--- src/rtl/serial_flow_pkg.sv ---
// Shared types and sizing helpers for the multi-lane serial add/compare engine.
package serial_flow_pkg;

   typedef enum logic {
      IDLE   = 1'b0,
      ACTIVE = 1'b1
   } fsm_t;

   typedef enum logic {
      MODE_ADD = 1'b0,
      MODE_CMP = 1'b1
   } mode_t;

   // Bit-counter width for a given word length; never narrower than one bit.
   function automatic int unsigned cnt_w_f(input int unsigned len);
      return (len <= 2) ? 1 : $clog2(len);
   endfunction

endpackage

--- src/rtl/serial_flow_lane.sv ---
// One serial lane: LSB-first add (sum/carry) or magnitude compare (gt/eq).
module serial_flow_lane
   import serial_flow_pkg::*;
(
   input  logic  clk,
   input  logic  rst_n,
   input  logic  a,
   input  logic  b,
   input  logic  first,
   input  logic  last,
   input  logic  en,
   input  logic  clr,
   input  mode_t mode_q,
   output logic  outp,
   output logic  ovf
);

   logic carry_q, gt_q, eq_q;
   logic carry_in_c, gt_in_c, eq_in_c;
   logic sum_c, carry_nx_c, gt_nx_c, eq_nx_c;

   // Bit 0 starts from the word's initial state regardless of leftover lane state.
   always_comb begin
      carry_in_c = first ? 1'b0 : carry_q;
      gt_in_c    = first ? 1'b0 : gt_q;
      eq_in_c    = first ? 1'b1 : eq_q;
      sum_c      = a ^ b ^ carry_in_c;
      carry_nx_c = (a & b) | (carry_in_c & (a ^ b));
      gt_nx_c    = (a & ~b) | (~(a ^ b) & gt_in_c);
      eq_nx_c    = eq_in_c & ~(a ^ b);
   end

   always_ff @(posedge clk or negedge rst_n) begin
      if (!rst_n) begin
         carry_q <= 1'b0;
         gt_q    <= 1'b0;
         eq_q    <= 1'b1;
         outp    <= 1'b0;
         ovf     <= 1'b0;
      end else if (clr) begin
         carry_q <= 1'b0;
         gt_q    <= 1'b0;
         eq_q    <= 1'b1;
         outp    <= 1'b0;
         ovf     <= 1'b0;
      end else if (en) begin
         if (mode_q == MODE_CMP) begin
            outp <= gt_nx_c;
            gt_q <= last ? 1'b0 : gt_nx_c;
            eq_q <= last ? 1'b1 : eq_nx_c;
            ovf  <= last & eq_nx_c;
         end else begin
            outp    <= sum_c;
            carry_q <= ~last & carry_nx_c;
            ovf     <= last & carry_nx_c;
         end
      end else begin
         ovf <= 1'b0;
      end
   end

endmodule

--- src/rtl/serial_flow_unit.sv ---
// Multi-lane serial arithmetic engine: shared word FSM/bit counter driving LANES lanes.
module serial_flow_unit
   import serial_flow_pkg::*;
#(
   parameter  int unsigned LANES    = 2,
   parameter  int unsigned WORD_LEN = 8,
   localparam int unsigned CNT_W    = cnt_w_f(WORD_LEN)
) (
   input  logic             clock,
   input  logic             nRESET_G,
   input  logic             SCLR,
   input  logic             EN,
   input  logic             MODE,
   input  logic [LANES-1:0] LINE1,
   input  logic [LANES-1:0] LINE2,
   output logic [LANES-1:0] OUTP_REG,
   output logic [LANES-1:0] OVERFLW_REG,
   output logic             WORD_DONE,
   output logic [CNT_W-1:0] BIT_CNT
);

   fsm_t             state_q, state_d;
   logic [CNT_W-1:0] cnt_q, cnt_d;
   mode_t            mode_q, mode_d;
   logic             word_done_d;
   logic             first_c, last_c;
   mode_t            mode_sel_c;

   always_ff @(posedge clock or negedge nRESET_G) begin
      if (!nRESET_G) begin
         state_q   <= IDLE;
         cnt_q     <= '0;
         mode_q    <= MODE_ADD;
         WORD_DONE <= 1'b0;
      end else begin
         state_q   <= state_d;
         cnt_q     <= cnt_d;
         mode_q    <= mode_d;
         WORD_DONE <= word_done_d;
      end
   end

   // Next-state: first bit latches MODE and is used live; last bit closes the word.
   always_comb begin
      state_d     = state_q;
      cnt_d       = cnt_q;
      mode_d      = mode_q;
      word_done_d = 1'b0;
      first_c     = (state_q == IDLE);
      last_c      = (cnt_q == CNT_W'(WORD_LEN - 1));
      mode_sel_c  = first_c ? mode_t'(MODE) : mode_q;
      if (SCLR) begin
         state_d = IDLE;
         cnt_d   = '0;
      end else if (EN) begin
         if (first_c) begin
            mode_d = mode_t'(MODE);
         end
         if (last_c) begin
            state_d     = IDLE;
            cnt_d       = '0;
            word_done_d = 1'b1;
         end else begin
            state_d = ACTIVE;
            cnt_d   = cnt_q + CNT_W'(1);
         end
      end
   end

   assign BIT_CNT = cnt_q;

   for (genvar i = 0; i < int'(LANES); i++) begin : g_lane
      serial_flow_lane u_lane (
         .clk    (clock),
         .rst_n  (nRESET_G),
         .a      (LINE1[i]),
         .b      (LINE2[i]),
         .first  (first_c),
         .last   (last_c),
         .en     (EN),
         .clr    (SCLR),
         .mode_q (mode_sel_c),
         .outp   (OUTP_REG[i]),
         .ovf    (OVERFLW_REG[i])
      );
   end

endmodule

--- config.mk ---
export PLATFORM = sky130hd
export DESIGN_NAME = serial_flow_unit
export DESIGN_NICKNAME = d
export VERILOG_FILES = /design/src/rtl/serial_flow_pkg.sv /design/src/rtl/serial_flow_lane.sv /design/src/rtl/serial_flow_unit.sv
export SDC_FILE = /design/constraint.sdc
export NUM_CORES = 1
export LEC_CHECK = 0
export ABC_AREA = 0
export CELL_PAD_IN_SITES_DETAIL_PLACEMENT = 0
export CELL_PAD_IN_SITES_GLOBAL_PLACEMENT = 1
export CORE_UTILIZATION = 30
export DETAILED_ROUTE_END_ITERATION = 12
export PLACE_DENSITY = 0.65
export SETUP_SLACK_MARGIN = 0.3
export SYNTH_ARGS = -nofsm -noshare
export SYNTH_HDL_FRONTEND = slang
export SYNTH_SLANG_ARGS = --single-unit
--- constraint.sdc ---
create_clock -name clock -period 1.8 [get_ports clock]
set_clock_uncertainty 0.1 [all_clocks]
set_input_delay 0.36 -clock clock [delete_from_list [all_inputs] [get_ports clock]]
set_output_delay 0.36 -clock clock [all_outputs]
set_load 0.005 [all_outputs]
==> impl_metrics.ini <==
[grt]
grt_pass1_wl_um = 3781
use_met2 = 0.2353
grt_util_met1 = 0.2227
grt-ovfl-total = 0
track_usage = 0.1554
grt_max_degree = 17
grt-busiest-layer = met2
grtUsageMet3 = 0.02304
antenna_found_initial = 0
grt_pass1_vias = 772

[place]
port-buffer-count = 16
place_hpwl_um = 1494
dp.cells = 137
gp_congestion = 0.7871

[floorplan]
io_pins = 17
die-area_um2 = 3209
die_y_um = 56.65
num_rows = 19
core_area_um2 = 2781
start_util = 0.3221
die_w_um = 56.65

[pwr]
power_leakage_nw = 0.6049
ir_drop_mv = 0.3307
power.internal_w = 0.0006006
power_w = 0.0008282
clock_power_share = 0.299
combinationalPowerShare = 0.222
swShare = 0.2749
power.density_nw_per_um2 = 656.7
p_sw_w = 0.0002276
seqPwrFrac = 0.479

[sta]
drv_slew = 0
finalCritPeriodShare = 0.8785
max_freq_ghz = 0.6324
worst_pin_slew_ps = 208.1
relSlewSlack = 0.8583
fin_crit_ps = 1581
final_hold_viol_count = 0
tns_ps = 0
setup_viol = 0
rsz0062_at_grt = yes

[cells_and_area]
syn_to_final_growth_pct = 40.78
fin_nets = 133
final_common_cell = buf_4
antenna_cells = 0
final_cells = 148
layout_common_cells = buf_4 (17), dfrtp_1 (14), dlygate4sd2_1 (10), nand2_1 (8), a21oi_1 (7)
drive_gt1_frac = 0.2906

[clock_tree]
root_buffer = clkbuf_4
clk_pin_slew_ps = 100
cts_made_buffers = 3
clockBufferDepth = 2
cts_tree = done
worstSkewPairLatency_ps = 290
cts.htree.levels = 1
cts_sinks = 16

[synth]
synth_enable_flop_cells = 0
syn_inst = 87
ys_types = 31
ys_ff_latch = 16
synthAdderAreaFrac = 0.1006
synth_xor_area_frac = 0
synthTopCellsByArea = dfrtp_1 (39%), dfstp_2 (5.9%), ha_1 (5.6%)
synth_top_family_by_area = simple AND/OR/NAND/NOR gates
yosys_warnings = 0
synthSimpleGateAreaFrac = 0.1760
ys_async_sr_fraction = 1.000
synth_area_um2 = 895.9
avgSynthCellArea_um2 = 10.30
synthMuxAreaShare = 0.05447
yosys.area.top_type = dfrtp_1
synth-compound-area-share = 0.1466
ys_seq_area_frac = 0.4497
synth_top_area_share = 0.3911
synthFlopType = dfrtp_1
synth_nets = 102

[critical_path]
regToRegEndpoint = g_lane[0].u_lane.outp
arrival_ps = 1670
end_kind = flop
r2r_slack_ps = 220
crit_path_start_kind = flop
reg2reg_depth = 5
path_max_fanout = 4
r2r_start = state_q
critPathRequiredTime_ps = 1890
crit_type = flop to flop

[detailed_routing]
vias = 740
wl_per_cell_um = 14.55
route.detailed.drc = 0
drt_pass1_iterations = 4
drtIter0Drc = 15
routed_wl_um = 2154
viasPerCell = 5.000
drtAntennaViolNets = 0

[run_status]
outcome = finished clean

[flow_run]
drv_cap = 0

[worst_hold_path]
min_path_type = primary input to asynchronous set/reset pin
## Yosys cell counts (all sizes together), types with 2 or more instances
master and n:
nand3 3, o32a 2, dfrtp 14, a21oi 7
nor2 5, dfstp 2, nand4b 3, inv 5
nand2b 4, buf 6, mux2i 3, ha 4
o21ai 5, fa 2, nand2 8, and2 2
## how the worst max path moves through the flow
stage	to	slack, ps	startpoint
floorplan	g_lane[0].u_lane.outp	150	state_q
global placement	g_lane[0].u_lane.outp	-150	LINE2[0]
detailed placement	g_lane[0].u_lane.outp	-200	LINE2[0]
CTS	g_lane[0].u_lane.outp	230	state_q
global route	g_lane[0].u_lane.outp	190	state_q
finish	g_lane[0].u_lane.outp	220	state_q
## state kept, by name, summed over array words and instances, names as in the netlist, 2 cells and up
register / count
g_lane.u_lane.carry_q: 2
BIT_CNT: 3
g_lane.u_lane.ovf: 2
g_lane.u_lane.outp: 2
g_lane.u_lane.eq_q: 2
g_lane.u_lane.gt_q: 2
## logic make-up after synthesis
logic type      Yosys count
compound gates           20
fa+ha+maj                 6
buf+inv                  12
flops                    16
mux                       4
simple gates             29
## critical path, cell delays in order (launching register included)
cell and delay (ps):
dfrtp_1 440, and2_4 160, fa_1 420, nand2_1 70
nor3_1 40, a221o_1 250
## per-stage QoR
stage | hold slack [ps] | area (µm²) | util | setup WS [ps]
after floorplan | -35.59 | 917.1 | - | 153.3
after global placement | 394.6 | 1141 | 0.4103 | -149.6
after detailed placement | 409.5 | 1141 | 0.4103 | -201.6
after CTS | 285.5 | 1234 | 0.4435 | 225.4
after global routing | 283.7 | 1261 | 0.4534 | 194.9
final | 279.2 | 1261 | 0.4534 | 218.7
## per-layer routing
layer,vias up,share of wire,wire (µm)
li1,366,-,-
met1,351,0.49,1064
met2,18,0.46,982
met3,5,0.035,75
met4,0,0.014,31
met5,-,0,0
## what timing repair did
action	4_1_cts	5_1_grt
setup buffers	5	2
cloned	0	0
hold buffers	0	0
resized for setup	14	1
setup endpoints to repair	16	11
pin swaps	6	0
## power by group through the flow
stage          clock (W)  sequential (W)  combinational (W)
2_1_floorplan          0        0.000399          0.0000871
3_3_place_gp           0        0.000402           0.000165
3_5_place_dp           0        0.000403           0.000167
4_1_cts         0.000248        0.000397           0.000178
5_1_grt         0.000272        0.000398           0.000205
6_report        0.000248        0.000397           0.000184
## cell type report
cell class,instances,area (µm²)
tap,31,38.79
timing repair buffer,33,275.3
inverter,5,18.77
fill,272,1520
multi-input combinational,59,489.2
clock buffer,4,36.28
sequential,16,402.9
No activity file was read; power rests on OpenSTA's default activity.
